## src/rtl/fetch_pkg.sv

```systemverilog
// Shared types and helpers for the instruction-fetch front end.
//   parcel_t       : one 16-bit instruction parcel
//   is_compressed  : a parcel whose low two bits are not 2'b11 starts a 16-bit instruction
//   INST_BYTES_C/W : byte length of a compressed / full-width instruction (and of a fetch word)
package fetch_pkg;
  typedef logic [15:0] parcel_t;

  localparam int INST_BYTES_C = 2;
  localparam int INST_BYTES_W = 4;

  function automatic logic is_compressed(parcel_t p);
    return p[1:0] != 2'b11;
  endfunction
endpackage

```

## src/rtl/parcel_fifo.sv

```systemverilog
// Parcel queue between cache responses and the instruction aligner.
// Accepts 0/1/2 parcels and releases 0/1/2 parcels per cycle; flush empties it.
//   clk, rst         : clock, synchronous active-high reset
//   flush            : empty the queue this edge (overrides push and pop)
//   push_n, push_p0/1: number of parcels to write, in address order
//   pop_n            : number of parcels to retire from the head
//   head0, head1     : parcels at head and head+1 (head1 only meaningful when count >= 2)
//   count            : parcels held, 0..QDEPTH
module parcel_fifo
  import fetch_pkg::*;
#(
  parameter int QDEPTH = 8,
  localparam int PW = $clog2(QDEPTH),
  localparam int CW = PW + 1
) (
  input  logic          clk,
  input  logic          rst,
  input  logic          flush,
  input  logic [1:0]    push_n,
  input  parcel_t       push_p0,
  input  parcel_t       push_p1,
  input  logic [1:0]    pop_n,
  output parcel_t       head0,
  output parcel_t       head1,
  output logic [CW-1:0] count
);
  parcel_t        mem_q [QDEPTH];
  parcel_t        mem_d [QDEPTH];
  logic [PW-1:0]  rd_ptr_q, rd_ptr_d, wr_ptr_q, wr_ptr_d;
  logic [CW-1:0]  count_q, count_d;

  always_comb begin
    mem_d    = mem_q;
    rd_ptr_d = rd_ptr_q;
    wr_ptr_d = wr_ptr_q;
    count_d  = count_q;
    if (flush) begin
      rd_ptr_d = '0;
      wr_ptr_d = '0;
      count_d  = '0;
    end else begin
      if (push_n != 2'd0) mem_d[wr_ptr_q] = push_p0;
      if (push_n == 2'd2) mem_d[wr_ptr_q + PW'(1)] = push_p1;
      wr_ptr_d = wr_ptr_q + PW'(push_n);
      rd_ptr_d = rd_ptr_q + PW'(pop_n);
      count_d  = count_q + CW'(push_n) - CW'(pop_n);
    end
  end

  always_ff @(posedge clk) begin
    if (rst) begin
      rd_ptr_q <= '0;
      wr_ptr_q <= '0;
      count_q  <= '0;
    end else begin
      rd_ptr_q <= rd_ptr_d;
      wr_ptr_q <= wr_ptr_d;
      count_q  <= count_d;
    end
  end

  // Storage needs no reset: the count gates every read.
  always_ff @(posedge clk) mem_q <= mem_d;

  assign head0 = mem_q[rd_ptr_q];
  assign head1 = mem_q[rd_ptr_q + PW'(1)];
  assign count = count_q;

  // The issue credit rule must keep every in-flight response from overflowing.
  a_no_overflow: assert property (@(posedge clk) disable iff (rst)
    !flush |-> ({1'b0, count_q} + (CW+1)'(push_n) <= (CW+1)'(QDEPTH) + (CW+1)'(pop_n)));
  a_no_underflow: assert property (@(posedge clk) disable iff (rst)
    !flush |-> (CW'(pop_n) <= count_q));
endmodule

```

## src/rtl/fetch_queue.sv

```systemverilog
// Instruction-fetch front end: issues word fetches with up to MAX_OUT in flight,
// queues returned parcels and realigns them into 16/32-bit instructions.
//   clk, rst                 : clock, synchronous active-high reset
//   stall                    : hold the current output instruction
//   trap_en/trap_pc          : trap redirect (wins over branch)
//   bj_en/bj_pc              : branch/jump redirect
//   req_valid/ready/addr     : word-aligned fetch request to the I-cache
//   rsp_valid/rsp_data       : in-order response words, never back-pressured
//   out_valid/inst_out/pc_out: aligned instruction to IF/ID
module fetch_queue
  import fetch_pkg::*;
#(
  parameter int              XLEN     = 64,
  parameter logic [XLEN-1:0] RESET_PC = 64'h1000,
  parameter int              QDEPTH   = 8,
  parameter int              MAX_OUT  = 2
) (
  input  logic            clk,
  input  logic            rst,
  input  logic            stall,
  input  logic            trap_en,
  input  logic [XLEN-1:0] trap_pc,
  input  logic            bj_en,
  input  logic [XLEN-1:0] bj_pc,
  output logic            req_valid,
  input  logic            req_ready,
  output logic [XLEN-1:0] req_addr,
  input  logic            rsp_valid,
  input  logic [31:0]     rsp_data,
  output logic            out_valid,
  output logic [31:0]     inst_out,
  output logic [XLEN-1:0] pc_out
);
  localparam int CW = $clog2(QDEPTH) + 1;
  localparam int OW = $clog2(MAX_OUT + 1);

  logic [XLEN-1:0] fetch_addr_q, fetch_addr_d, head_pc_q, head_pc_d;
  logic            skip_q, skip_d;
  logic [OW-1:0]   out_cnt_q, out_cnt_d, drop_cnt_q, drop_cnt_d;

  logic            redirect, accept, need2, pop;
  logic [XLEN-1:0] target;
  logic [CW-1:0]   fifo_cnt, free_parcels;
  parcel_t         p0, p1, push_p0, push_p1;
  logic [1:0]      push_n, pop_n;
  logic            flush;

  assign redirect = trap_en | bj_en;
  assign target   = trap_en ? trap_pc : bj_pc;

  // Reserve two parcels of space for every request in flight, including the new one.
  assign free_parcels = CW'(QDEPTH) - fifo_cnt;
  assign req_valid = !rst && (out_cnt_q < OW'(MAX_OUT))
                     && (int'(free_parcels) >= 2 * (int'(out_cnt_q) + 1));
  assign req_addr  = fetch_addr_q;
  assign accept    = req_valid & req_ready;

  assign need2     = !is_compressed(p0);
  assign out_valid = (fifo_cnt != '0) && (!need2 || fifo_cnt >= CW'(2));
  assign inst_out  = !out_valid ? 32'h0 : (need2 ? {p1, p0} : {16'h0, p0});
  assign pc_out    = head_pc_q;
  assign pop       = out_valid & !stall & !redirect;

  always_comb begin
    fetch_addr_d = fetch_addr_q;
    head_pc_d    = head_pc_q;
    skip_d       = skip_q;
    drop_cnt_d   = drop_cnt_q;
    out_cnt_d    = out_cnt_q + OW'(accept) - OW'(rsp_valid);
    push_n       = 2'd0;
    push_p0      = rsp_data[15:0];
    push_p1      = rsp_data[31:16];
    pop_n        = 2'd0;
    flush        = 1'b0;
    if (accept) fetch_addr_d = fetch_addr_q + XLEN'(INST_BYTES_W);
    if (redirect) begin
      // Everything still in flight, including a request accepted right now, is stale.
      flush        = 1'b1;
      fetch_addr_d = target & ~XLEN'(3);
      head_pc_d    = target & ~XLEN'(1);
      skip_d       = target[1];
      drop_cnt_d   = out_cnt_d;
    end else begin
      if (pop) begin
        pop_n     = need2 ? 2'd2 : 2'd1;
        head_pc_d = head_pc_q + (need2 ? XLEN'(INST_BYTES_W) : XLEN'(INST_BYTES_C));
      end
      if (rsp_valid) begin
        if (drop_cnt_q != '0) begin
          drop_cnt_d = drop_cnt_q - OW'(1);
        end else if (skip_q) begin
          // Target was mid-word: only the upper parcel belongs to the new stream.
          push_n  = 2'd1;
          push_p0 = rsp_data[31:16];
          skip_d  = 1'b0;
        end else begin
          push_n = 2'd2;
        end
      end
    end
  end

  always_ff @(posedge clk) begin
    if (rst) begin
      fetch_addr_q <= RESET_PC;
      head_pc_q    <= RESET_PC;
      skip_q       <= 1'b0;
      out_cnt_q    <= '0;
      drop_cnt_q   <= '0;
    end else begin
      fetch_addr_q <= fetch_addr_d;
      head_pc_q    <= head_pc_d;
      skip_q       <= skip_d;
      out_cnt_q    <= out_cnt_d;
      drop_cnt_q   <= drop_cnt_d;
    end
  end

  parcel_fifo #(.QDEPTH(QDEPTH)) u_fifo (
    .clk     (clk),
    .rst     (rst),
    .flush   (flush),
    .push_n  (push_n),
    .push_p0 (push_p0),
    .push_p1 (push_p1),
    .pop_n   (pop_n),
    .head0   (p0),
    .head1   (p1),
    .count   (fifo_cnt)
  );
endmodule
```

## config.mk

```make
export PLATFORM = sky130hd
export DESIGN_NAME = fetch_queue
export DESIGN_NICKNAME = d
export VERILOG_FILES = /design/src/rtl/fetch_pkg.sv /design/src/rtl/parcel_fifo.sv /design/src/rtl/fetch_queue.sv
export SDC_FILE = /design/constraint.sdc
export NUM_CORES = 1
export LEC_CHECK = 0
export CAP_MARGIN = 20
export CORE_MARGIN = 8
export CORE_UTILIZATION = 55
export CTS_BUF_LIST = sky130_fd_sc_hd__clkbuf_2 sky130_fd_sc_hd__clkbuf_4 sky130_fd_sc_hd__clkbuf_8
export DETAILED_ROUTE_END_ITERATION = 12
export GPL_TIMING_DRIVEN = 0
export PLACE_DENSITY_LB_ADDON = 0.25
export REMOVE_ABC_BUFFERS = 1
export SETUP_SLACK_MARGIN = 0.15
export SYNTH_ARGS = -nofsm -noshare
export SYNTH_HDL_FRONTEND = slang
export SYNTH_SLANG_ARGS = --single-unit
```

## constraint.sdc

```tcl
create_clock -name clk -period 11.7 [get_ports clk]
set_input_delay 2.34 -clock clk [delete_from_list [all_inputs] [get_ports clk]]
set_output_delay 2.34 -clock clk [all_outputs]
set_load 0.02 [all_outputs]
```

# Word-level counts from Yosys, hierarchy flattened
# Cells that the tools add are included.
classes:
  n_addsub: 13
  order_cmp: 9
  n_eq_ne: 3
  muxes: 41
  bitwise: 8
  n_reduce_logical: 20
ops:
  columns: ["op", "n"]
  rows:
  - ["two-way mux 128 bit", 3]
  - ["two-way mux 64 bit", 5]
  - ["bitwise mux 128 bit", 2]
  - ["two-way mux 16 bit", 10]
  - ["binary-select mux 16 bit (select 3 bit)", 2]
  - ["demux 16 bit (select 3 bit)", 2]
  - ["adder 64 x 3 -> 64 bit", 1]
  - ["adder 64 x 3 -> 64 bit (second input constant)", 1]
  - ["two-way mux 32 bit", 2]
  - ["two-way mux 2 bit", 10]
  - ["greater-or-equal comparator 4 bit (second input constant)", 4]
  - ["NOT 3 -> 4 bit", 4]
  - ["nonzero test 2 bit", 6]
  - ["< comparator 4 x 1 -> 1 bit (second input constant)", 2]
  - ["adder 3 x 1 -> 3 bit (second input constant)", 2]
  - ["adder 3 x 2 -> 3 bit", 2]
  - ["logical AND 1 bit", 5]
  - ["adder 4 x 2 -> 4 bit", 1]
  - ["greater-or-equal comparator 4 x 2 -> 1 bit (second input constant)", 1]
  - ["greater-or-equal comparator 4 bit", 1]
  - ["two-way mux 1 bit", 4]
  - ["!= test 2 bit (second input constant)", 2]
  - ["AND reduction 2 bit", 2]
  - ["nonzero test 4 bit", 1]
  - ["other kinds (14)", 19]
word_totals:
  regBits: 271
  inputBits: 167
  out_inout_bits: 162
  elab_cells: 112

# Depth between registers and ports, before layout
depth:
  depth_word: 12
  mapped_depth: 19
  ltp_nobuf: 16

# Hierarchy
# A second synthesis with hierarchy kept.
hier_totals:
  cells_unflattened: 2246
  area_unflattened_um2: 19013.2
by_module_without_submodules:
  columns: ["module", "instances", "cells_per_inst", "area_each_um2", "seq_area_each_um2"]
  rows:
  - ["parcel_fifo", 1, 991, 9910.8, 4043.9]
  - ["fetch_queue", 1, 1255, 9102.5, 2602.5]

# Worst setup path after synthesis
# No wires, ideal clock.
synth_timing:
  path_type: "input to register"
  from: "in bj_en"
  to: "reg u_fifo.count_q[3] (netlist: u_fifo.count[3])"
  setup_time_ns: 0.127
  arrival_time_ns: 8.877
  required_ns: 11.573
  slack_ns: 2.696
  path_stages: 13
  n_path_buf: 4
  path_cell_list: "buf_2 -> or2_1 -> clkbuf_1 -> clkinv_1 -> clkbuf_1 -> buf_1 -> nand3_1 -> fa_1 -> ha_1 -> a21o_1 -> a21oi_1 -> xnor2_1 -> nor2_1"
synth_between:
  elab_chain_cells: 6
  elab_cells_between_ends: 10
  classes_between: "add/sub (2); mux (4); bitwise (2); reduce/logical (2)"
synth_rtl:
  columns: ["element", "line_no", "text"]
  rows:
  - ["start: declaration", "fetch_queue.sv:23", "input logic bj_en,"]
  - ["bitwise OR 1 bit *", "fetch_queue.sv:48", "assign redirect = trap_en | bj_en;"]
  - ["branches (longest 5 deep; another with adder 4 x 2 -> 4 bit)", null, null]
  - ["end signal: assignment", "parcel_fifo.sv:58", "count_q <= count_d;"]
  - ["end: declaration", "parcel_fifo.sv:30", "logic [CW-1:0] count_q, count_d;"]
# Every way passes the cells marked *.
# A chain may end at the register's enable or synchronous reset.

# Final worst setup path
layout_timing:
  from: "reg u_fifo.rd_ptr_q[0]"
  to: "out inst_out[23]"
layout_between:
  elab_chain_cells: 8
  elab_cells_between_ends: 14
  classes_between: "add/sub (1); eq/ne (1); mux (8); bitwise (2); reduce/logical (2)"
layout_rtl:
  columns: ["element", "line_no", "text"]
  rows:
  - ["start: declaration", "parcel_fifo.sv:29", "logic [PW-1:0] rd_ptr_q, rd_ptr_d, wr_ptr_q, wr_ptr_d;"]
  - ["start signal: assignment", "parcel_fifo.sv:56", "rd_ptr_q <= rd_ptr_d;"]
  - ["branches (longest 7 deep; another with adder 3 x 1 -> 3 bit)", null, null]
  - ["two-way mux 32 bit *", "fetch_queue.sv:60", "assign inst_out = !out_valid ? 32'h0 : (need2 ? {p1, p0} : {16'h0, p0});"]
  - ["end: declaration", "fetch_queue.sv:31", "output logic [31:0] inst_out,"]
# Every way passes the cells marked *. The select of a mux whose other input is x is not followed.

==> run_results.csv <==
group,metric,value,unit
run_status,status,"complete, no violations",
floorplan,ioPinCount,329,
synth,synth_top_area_share,20.79,%
floorplan,start_util,55.55,%
cells_and_area,fillers,2512,
sta,tightest_slew,1.138,ns
setup_path,path_max_fanout,38,
floorplan,die_w,199.3,um
cells_and_area,syn_to_final_growth,26.67,%
global_route,grt_pass1_wl,102400,um
clocking,cts_buffer_depth,3,
power,p_sw,0.7422,mW
placement,gp_congestion,0.9383,
detailed_routing,drt-vias-per-instance,6.621,
placement,dp_cells,2735,
synth,ys_ff_latch,268,
global_route,grt_pass1_vias,18318,
detailed_routing,totalWireLength,67110,um
power,p_clk_share,38.8,%
clocking,postCtsSetupBuffers,0,
min_path,hold_class,"reg2reg",
setup_path,rrSetupSlack,6.60,ns
sta,finalHoldViolations,0,
clocking,root_buffer,"clkbuf_8",
synth,synthTopCellsByCount,"329 x nand2_1, 176 x a21oi_1, 164 x o21ai_0",
synth,netlist_instances,2092,
synth,synth_edf_count,128,
synth,synth.area.top_cells,"edfxtp_1 21%, dfxtp_1 15%, mux4_2 7.8%",
clocking,cts_resized,0,
power,p_per_area,109.6,nW/um2
global_route,track_usage,32.57,%
sta,finClkSkew,0.01566,ns
detailed_routing,final_antenna_net_count,0,
clocking,clkTransAtPathRegs,0.06,ns
sta,setup_ws,4.598,ns
cells_and_area,final_nets,2533,
clocking,insertion_delay,0.58,ns
clocking,cts_buffers,49,
synth,avgSynthCellArea,8.838,um2
sta,setup_viol,0,
power,max-vdd-ir-drop,0.00007057,V
run,cap_violations,0,
detailed_routing,wire_per_inst,23.73,um
global_route,grt_max_degree,88,
clocking,tritoncts,"done",
power,p_comb_share,18.6,%
placement,dp_worst_setup_slack,5.255,ns
placement,io_buffers,323,
global_route,antenna_found_initial,1,
synth,yosysMostFrequentCell,"nand2_1",
power,power_frac_seq,42.7,%
detailed_routing,drt_iter0_drc,2023,
placement,dpl.hpwl,47290,um
power,swShare,28.93,%
sta,finalCritPeriodShare,60.70,%
sta,fmax,140.8,MHz
cells_and_area,layout.cells.non_filler,2828,
sta,slew_viol_final,0,
synth,synth_ff_type,"dfxtp_1",
clocking,cts_num_sinks,268,
sta,slew_headroom,23.54,%
sta,finalCriticalPeriod,7.102,ns
setup_path,critPathRequiredTime,9.36,ns
detailed_routing,vias,18725,
synth,synthesis.area,18490,um2
detailed_routing,drc_errors,0,
cells_and_area,antennaDiodeCount,0,
synth,yosysTopAreaCell,"edfxtp_1",
synth,seq_area_frac_synth,35.95,%
setup_path,critical_path_class,"reg2out",
cells_and_area,drive_above_1_share,13.40,%
power,p_int,1.824,mW
sta,worst_hold_slack,0.5079,ns
synth,ys_types,80,
floorplan,core,33280,um2
clocking,hold_buffers,0,
sta,rsz0062_at_grt,"no",
synth,synth_async_sr_flop_share,0,%
detailed_routing,dr.pass1.iters,7,
floorplan,fp.dieH,199.3,um
clocking,htreeDepth,2,
setup_path,critical_path_arrival,4.76,ns
floorplan,dieArea,39740,um2
floorplan,num_rows,67,
power,p_total,2.566,mW
setup_path,cp-start-kind,"flip-flop",
global_route,overflow,0,
power,leakagePower,8.101,nW
setup_path,endpoint_kind,"primary output",
synth,yosysWarnings,0,
==> area by class of cell <==
cell class              instances  area, um2  share of cell area (%)
clock buffers                  83       1030                   4.397
clock inverters                 8      66.31                  0.2831
inverters                      48      185.2                  0.7907
multi-input cells            1616      11040                   47.14
flip-flops and latches        268       6653                   28.41
well taps                     448      560.5                   2.393
repair buffers                357       3885                   16.59
==> placed cells by master, fill, tap and decap left out, types with 64 or more instances in the layout <==
| master | count |
|---|---|
| a21oi_1 | 176 |
| clkbuf_8 | 65 |
| clkdlybuf4s50_1 | 320 |
| dfxtp_1 | 137 |
| edfxtp_1 | 128 |
| mux2_2 | 81 |
| mux2i_1 | 110 |
| mux4_2 | 64 |
| nand2_1 | 328 |
| nand3_1 | 72 |
| nor2_1 | 127 |
| o21ai_0 | 164 |
==> sequential cells by signal (all words and copies together) (netlist names) <==
register         flops
u_fifo.count         4
out_cnt_q            2
drop_cnt_q           2
u_fifo.rd_ptr_q      3
skip_q               1
pc_out              63
u_fifo.mem_q       128
req_addr            62
u_fifo.wr_ptr_q      3
==> cells by family after synthesis <==
group | synth area share (%)
AOI/OAI and AO/OA | 17.78
and+or+nand+nor | 19.75
muxes | 18.83
adders and majority gates | 1.963
DFF | 35.95
buffers and inverters | 4.710
xor gates and xnor gates | 0.9948
other | 0.02028
==> path summary, 6_finish.rpt <==
kind                      start      endpoint  depth (start not counted)
max          u_fifo.rd_ptr_q[0]  inst_out[23]                          7
min                   pc_out[1]     pc_out[1]                          2
max reg2reg  u_fifo.rd_ptr_q[0]    pc_out[63]                         12
min reg2reg           pc_out[1]     pc_out[1]                          2
==> per-stage QoR <==
stage / TNS, ns / cell area [um2] / utilization [%]
final: 0 / 23420 / 70.37
after global routing: 0 / 23420 / 70.37
after CTS: 0 / 23380 / 70.27
after detailed placement: 0 / 22290 / 66.97
after global placement: -1331.16 / 21600 / 64.90
after floorplan: 0 / 17810 / -
==> worst max-delay path, stage by stage (launching register included) <==
cell and delay, ns:
dfxtp_4 0.69, buf_16 0.32, mux4_2 0.29, mux2i_2 0.16, nor2_1 0.59, nand2_1 0.78, a21oi_1 0.62, clkdlybuf4s50_1 0.70
==> power by group through the flow <==
stage                     clock network [mW]  registers (mW)  logic, mW
after detailed placement                   0            1.11      0.469
after global routing                    1.04            1.10      0.511
after floorplan                            0            1.13      0.214
final                                  0.995            1.09      0.476
after CTS                              0.994            1.09      0.472
after global placement                     0            1.11      0.450
==> metal layers <==
metal,wire length (um),global-route usage (%),vias up,share of wire [%]
met5,13,0,-,0.019
li1,-,-,8381,-
met1,24410,39.47,8920,36
met3,7688,8.825,248,11
met4,3297,15.59,2,4.9
met2,31700,53.36,1174,47
(Power assumes the default switching activity.)
